--- config.mk ---
export PLATFORM = sky130hd
export DESIGN_NAME = ether_tx_arb
export DESIGN_NICKNAME = d
export VERILOG_FILES = /design/src/rtl/ether_tx_arb.sv
export SDC_FILE = /design/constraint.sdc
export NUM_CORES = 1
export LEC_CHECK = 0
export BUFFER_PORTS_ARGS = -buffer_cell sky130_fd_sc_hd__buf_2
export CAP_MARGIN = 10
export CORE_MARGIN = 2
export CORE_UTILIZATION = 25
export CTS_CLUSTER_SIZE = 10
export DETAILED_ROUTE_END_ITERATION = 7
export PLACE_DENSITY = 0.4
export SYNTH_ARGS = -nofsm -noshare
export SYNTH_HDL_FRONTEND = slang
export SYNTH_SLANG_ARGS = --single-unit
--- constraint.sdc ---
create_clock -name i_clk125 -period 2.5 [get_ports i_clk125]
set_input_delay 0.375 -clock i_clk125 [delete_from_list [all_inputs] [get_ports i_clk125]]
set_output_delay 0.375 -clock i_clk125 [all_outputs]
set_load 0.05 [all_outputs]
--- src/rtl/ether_tx_arb.sv ---
// Frame-level round-robin arbiter sharing the 8-bit MAC TX stream between two
// frame sources, with inter-frame gap, oversize truncation and status counters.
module ether_tx_arb #(
  parameter int unsigned IFG_CYCLES = 12,
  parameter int unsigned MAX_LEN    = 1514
) (
  input  logic        i_clk125,
  input  logic        i_rst,
  input  logic        i_s0_dval,
  input  logic [7:0]  i_s0_data,
  input  logic        i_s0_sop,
  input  logic        i_s0_eop,
  output logic        o_s0_rdy,
  input  logic        i_s1_dval,
  input  logic [7:0]  i_s1_data,
  input  logic        i_s1_sop,
  input  logic        i_s1_eop,
  output logic        o_s1_rdy,
  output logic        o_tx_dval,
  output logic [7:0]  o_tx_data,
  output logic        o_tx_sop,
  output logic        o_tx_eop,
  output logic        o_tx_err,
  input  logic        i_tx_rdy,
  output logic [1:0]  o_grant,
  output logic [15:0] o_frames0,
  output logic [15:0] o_frames1,
  output logic [7:0]  o_trunc_cnt
);

  typedef enum logic [1:0] {IDLE, XFER, DRAIN, GAP} state_t;

  state_t      state, state_nxt;
  logic [1:0]  grant;
  logic        last_served;
  logic [10:0] beat_cnt;
  logic [15:0] gap_cnt;
  logic [15:0] frames0, frames1;
  logic [7:0]  trunc_cnt;

  logic        req0, req1, pick, owner;
  logic        src_dval, src_sop, src_eop;
  logic [7:0]  src_data;
  logic        at_max, beat_acc, frame_done, trunc_hit, drain_done, gap_done;
  state_t      end_state;

  assign req0  = i_s0_dval && i_s0_sop;
  assign req1  = i_s1_dval && i_s1_sop;
  // On a tie the source not served last wins; otherwise whichever requests.
  assign pick  = (req0 && req1) ? ~last_served : req1;
  assign owner = grant[1];

  assign src_dval = owner ? i_s1_dval : i_s0_dval;
  assign src_data = owner ? i_s1_data : i_s0_data;
  assign src_sop  = owner ? i_s1_sop  : i_s0_sop;
  assign src_eop  = owner ? i_s1_eop  : i_s0_eop;

  assign at_max     = (beat_cnt == 11'(MAX_LEN - 1));
  assign beat_acc   = (state == XFER) && src_dval && i_tx_rdy;
  assign frame_done = beat_acc && src_eop;
  assign trunc_hit  = beat_acc && !src_eop && at_max;
  assign drain_done = (state == DRAIN) && src_dval && src_eop;
  assign gap_done   = (32'(gap_cnt) + 32'd1 >= IFG_CYCLES);
  assign end_state  = (IFG_CYCLES == 0) ? IDLE : GAP;

  always_ff @(posedge i_clk125) begin
    if (i_rst) state <= IDLE;
    else       state <= state_nxt;
  end

  always_comb begin
    state_nxt = state;
    unique case (state)
      IDLE:  if (req0 || req1) state_nxt = XFER;
      XFER:  if (frame_done) state_nxt = end_state;
             else if (trunc_hit) state_nxt = DRAIN;
      DRAIN: if (drain_done) state_nxt = end_state;
      GAP:   if (gap_done) state_nxt = IDLE;
      default: state_nxt = IDLE;
    endcase
  end

  always_comb begin
    o_s0_rdy  = 1'b0;
    o_s1_rdy  = 1'b0;
    o_tx_dval = 1'b0;
    o_tx_data = '0;
    o_tx_sop  = 1'b0;
    o_tx_eop  = 1'b0;
    o_tx_err  = 1'b0;
    unique case (state)
      IDLE: begin
        o_s0_rdy = i_s0_dval && !i_s0_sop;
        o_s1_rdy = i_s1_dval && !i_s1_sop;
      end
      XFER: begin
        o_tx_dval = src_dval;
        o_tx_data = src_data;
        o_tx_sop  = src_sop;
        o_tx_eop  = src_eop || (src_dval && at_max);
        o_tx_err  = src_dval && at_max && !src_eop;
        o_s0_rdy  = !owner && i_tx_rdy;
        o_s1_rdy  = owner && i_tx_rdy;
      end
      DRAIN: begin
        o_s0_rdy = !owner;
        o_s1_rdy = owner;
      end
      default: ;
    endcase
  end

  always_ff @(posedge i_clk125) begin
    if (i_rst) begin
      grant       <= '0;
      last_served <= 1'b1;
      beat_cnt    <= '0;
      gap_cnt     <= '0;
      frames0     <= '0;
      frames1     <= '0;
      trunc_cnt   <= '0;
    end else begin
      unique case (state)
        IDLE: if (req0 || req1) begin
          grant    <= pick ? 2'b10 : 2'b01;
          beat_cnt <= '0;
        end
        XFER: begin
          if (beat_acc) beat_cnt <= beat_cnt + 11'd1;
          if (frame_done) begin
            if (owner) frames1 <= frames1 + 16'd1;
            else       frames0 <= frames0 + 16'd1;
            last_served <= owner;
            grant       <= '0;
            gap_cnt     <= '0;
          end
          if (trunc_hit && trunc_cnt != 8'hFF) trunc_cnt <= trunc_cnt + 8'd1;
        end
        DRAIN: if (drain_done) begin
          last_served <= owner;
          grant       <= '0;
          gap_cnt     <= '0;
        end
        GAP: gap_cnt <= gap_cnt + 16'd1;
        default: ;
      endcase
    end
  end

  assign o_grant     = grant;
  assign o_frames0   = frames0;
  assign o_frames1   = frames1;
  assign o_trunc_cnt = trunc_cnt;

endmodule

* After elaboration in Yosys (flattened, before gate mapping)
Cells that the tools add are included.
Operators by class: add/subtract/negate cells 6, $lt $le $gt $ge 1, equal/unequal tests 11, multiplexer cells 32, bitwise operators 2, reductions and logical operators 36
Operator list (number):
- adder 16 x 1 -> 16 bit (second input constant) | 3
- case mux 16 bit (3 select lines) | 1
- 2-to-1 mux 16 bit | 2
- 2-to-1 mux 11 bit | 2
- case mux 11 bit (2 select lines) | 1
- 2-to-1 mux 2 bit | 9
- adder 16 x 1 -> 17 bit (second input constant) | 1
- >= comparator 17 x 4 -> 1 bit (second input constant) | 1
- logical AND 1 bit | 17
- 2-to-1 mux 8 bit | 2
- AND reduction 3 bit | 5
- adder 11 x 1 -> 11 bit (second input constant) | 1
- equality test 11 bit (second input constant) | 1
- 2-to-1 mux 1 bit | 10
- != test 2 bit (second input constant) | 5
- adder 8 x 1 -> 8 bit (second input constant) | 1
- != test 8 bit (second input constant) | 1
- case mux 2 bit (4 select lines) | 1
- AND reduction 4 bit | 2
- case mux 1 bit (3 select lines) | 2
- case mux 2 bit (3 select lines) | 1
- nonzero test 3 bit | 2
- equality test 2 bit (second input constant) | 2
- zero test 1 bit | 4
- other kinds (8) | 11
Storage, ports and cells: register bits after elaboration 72, input bits 25

* Depth between registers and ports, before layout
depth in word-level cells 8, depth in mapped cells 9, gate-level depth less buffers 8

* Least setup slack after synthesis
Ideal clock, no wire load.
kind register -> output, from reg grant[1], in the netlist o_grant[1], to out o_s1_rdy, arrival 2.248 ns, slack -0.123 ns, cell stages (with the launch flop) 5, buffers on the path 2, cells stage by stage dfxtp_1 > buf_2 > buf_1 > o21ai_0 > a21oi_1
Between the ends: cells in the longest elaborated chain, start to end 2
Ends and longest elaborated chain:
- from (decl) | RTL line 34 | logic [1:0] grant;
- from (signal assigned) | RTL line 125 | grant <= pick ? 2'b10 : 2'b01;
- logical AND 1 bit | RTL line 103 | o_s1_rdy = owner && i_tx_rdy;
- case mux 1 bit (3 select lines) * | RTL line 91 | unique case (state)
- to (decl) | RTL line 18 | output logic o_s1_rdy,
Every way passes the cells marked *; elsewhere a longest branch is shown, timed or not.

* Worst setup path in the final report
from reg beat_cnt[9], to out o_tx_err
Between the ends: cells in the longest elaborated chain, start to end 4
Ends and longest elaborated chain:
- from (decl) | RTL line 36 | logic [10:0] beat_cnt;
- from (signal assigned) | RTL line 129 | if (beat_acc) beat_cnt <= beat_cnt + 11'd1;
- equality test 11 bit | RTL line 58 | assign at_max = (beat_cnt == 11'(MAX_LEN - 1));
- logical AND 1 bit (2 in series) | RTL line 101 | o_tx_err = src_dval && at_max && !src_eop;
- 2-to-1 mux 1 bit | RTL line 91
- to (decl) | RTL line 23 | output logic o_tx_err,
Every way passes these cells.

==> metrics.txt <==
Worst path slowest cell or4b_1; Post-Route WL 10700 µm; Async S/R FF share, synth 0%; Final setup violation count 0; H-tree depth 3; ANT cells 0; postcts setup bufs 0; Final WS setup 115 ps; sequential area share after synthesis 36.4%; top_reg_cell synth dfxtp_1; Synth cell types 55; family with the most delay on the worst path simple AND/OR/NAND/NOR gates; fill count 1699; Setup Slack @ Placement 135 ps; Worst Tran Pin Value 593 ps; clock tree from TritonCTS done; DRC 0; first-pass GRT wire length 17600 µm; total CTS buffers 9; Placed Area 4740 µm²; Worst VDD drop 316 µV; IO buf count 80; Routed Antenna Nets 0; status completed; Die W 130 µm; initial antenna violation count 0; max_cap viols 0; total number of vias 3799; Avg Cell Area, Syn 8.02 µm²; area grow syn2layout 26.9%; Total Routing Usage GR 13.4%; CP Class reg2out; leakage 2.03 nW; Slew Viols, Final 0; dpl hpwl 8080 µm; CP arrival 2010 ps; fraction of layout cells with a size suffix above 1 22.6%; DRT Pass-1 Iters 4; PwrDens 717 nW/µm²; CP startpoint kind flop; die height 130 µm; clock skew 4.33 ps; Rows 46; Hold Violations, Final 0; Syn. warnings 0; critical path endpoint category output pin; Overflow after GRT 0; maximum root-to-sink buffer count 2; DRT iter0 DRCs 142; crit-path max cell delay 590 ps; CP bufs+invs 2; Gate Count Post-Synth 494; f_max 419 MHz; vias per std cell 4.70; Post-Syn Nets 529; # clock sinks 72; Hold WC Path Type in2reg; Initial Util 25.3%; Reg clk slew, reported paths 50 ps; Layout Cell Area excl Fill 5020 µm²; CP Max Fanout 3; die area 16900 µm²; largest net degree at the start of global routing 29; NumNets Final 624; Final period util 95.4%; Yosys reg bits 72; CP Cell Sequence or4b_1, nor4_2, buf_4, and2_1, clkbuf_4; Slew HR 60.3%; Final Wtd Congestion 0.781; I/O pin total 81; Root Buffer clkbuf_16; mapped cell area 3960 µm²; Core Area 15700 µm²; RSZ-0062 raised after global routing true; Layout Cells excl Fill 809; clock latency on the worst-skew pair 340 ps; Post-synth EDFFs 0; vias in the first global route 3624; final core occ 32.1%; min Tclk post-route 2380 ps; placed cells 794; required time worst endpoint 2120 ps; WL/cell 13.2 µm
cell usage after synthesis (all sizes together) (2+ instances only):
| library cell | count | area (µm²) |
|---|---|---|
| a211oi | 4 | 30.0 |
| a21o | 9 | 68.8 |
| a21oi | 26 | 134 |
| a31oi | 3 | 18.8 |
| and2 | 4 | 25.0 |
| and3 | 8 | 50.1 |
| and4 | 2 | 20.0 |
| buf | 7 | 33.8 |
| clkbuf | 16 | 60.1 |
| dfxtp | 72 | 1440 |
| ha | 10 | 125 |
| inv | 12 | 45.0 |
| mux2i | 16 | 160 |
| nand2 | 34 | 128 |
| nand2b | 2 | 12.5 |
| nand3 | 24 | 120 |
| nand3b | 2 | 27.5 |
| nand4 | 18 | 128 |
| nor2 | 88 | 330 |
| nor2b | 6 | 37.5 |
| nor3 | 17 | 85.1 |
| nor4 | 7 | 43.8 |
| o21a | 8 | 60.1 |
| o21ai | 16 | 80.1 |
| o21bai | 2 | 15.0 |
| o311ai | 2 | 17.5 |
| or2 | 2 | 12.5 |
| or3 | 7 | 43.8 |
| or4 | 8 | 62.6 |
| xnor2 | 17 | 149 |
| xor2 | 30 | 263 |
state kept, by name (all words and copies together) (netlist names):
| signal | cells |
|---|---|
| gap_cnt | 16 |
| o_frames0 | 16 |
| o_frames1 | 16 |
| beat_cnt | 11 |
| o_trunc_cnt | 8 |
| o_grant | 2 |
| state | 2 |
| last_served | 1 |
per-stage QoR:
step	hold WS, ps	setup TNS, ps	total power, mW
after global routing	421	-12.1	3.82
after detailed placement	497	0	2.49
after global placement	483	0	2.49
after floorplan	445	0	2.12
after CTS	395	0	3.66
final	394	0	3.60
layout make-up:
cell class	instances	area [µm²]	area share (%)
Timing Repair Buffer	107	608	12.1
Clock inverter	1	5.00	0.0996
Clock buffer	14	244	4.86
Inverter	12	45.0	0.897
Multi-Input combinational cell	387	2410	48.0
Sequential cell	72	1440	28.7
Tap cell	216	270	5.38
final timing paths:
path	cells after the start	to	start	slack, ps
max	5	o_tx_err	beat_cnt[9]	120
min	2	gap_cnt[10]	i_rst	390
max reg2reg	6	o_trunc_cnt[4]	beat_cnt[9]	140
min reg2reg	2	last_served	last_served	510
metal layers:
layer | up-vias | wire length (µm) | global-route usage (%)
met5 | - | 0 | 0
met4 | 0 | 301 | 7.34
met3 | 15 | 405 | 2.34
met2 | 88 | 4930 | 21.7
met1 | 1770 | 5060 | 16.9
li1 | 1926 | - | -
cell families after synthesis:
kind of cell               share of synthesized area, %
xor gates and xnor gates                           10.4
AOI/OAI and AO/OA                                  13.1
DFF                                                36.4
and+or+nand+nor                                    29.1
muxes                                              4.33
adders and majority gates                          3.16
buffers and inverters                              3.51
cell usage in the layout (no fill, tap or decap), types with 9 or more instances in the layout:
cell type and instances:
nand4_1 17, inv_1 12, dfxtp_1 72, clkbuf_16 9, nor2_1 88, a21oi_1 24
xor2_1 30, ha_1 9, nand2_1 34, mux2i_1 16, xnor2_1 17, nor3_1 17
nand3_1 24, buf_2 78, buf_4 27, o21ai_0 15
report_power, final:
part / internal (mW) / switching (mW)
clock: 0.666 / 0.473
sequential: 1.19 / 0.0538
combinational: 0.421 / 0.793
what timing repair did:
action,4_1_cts,5_1_grt
endpoints found under the setup margin,0,9
gates resized for setup,0,8
hold buffers,0,0
worst reg2reg max path, stage by stage, from the launching register on:
cell and delay [ps]:
dfxtp_1 330, or4b_1 590, nor4_1 360, buf_4 190, nand3_1 240, or3_1 450
a21oi_1 140
Note: power is estimated with default switching activity, not from simulation.
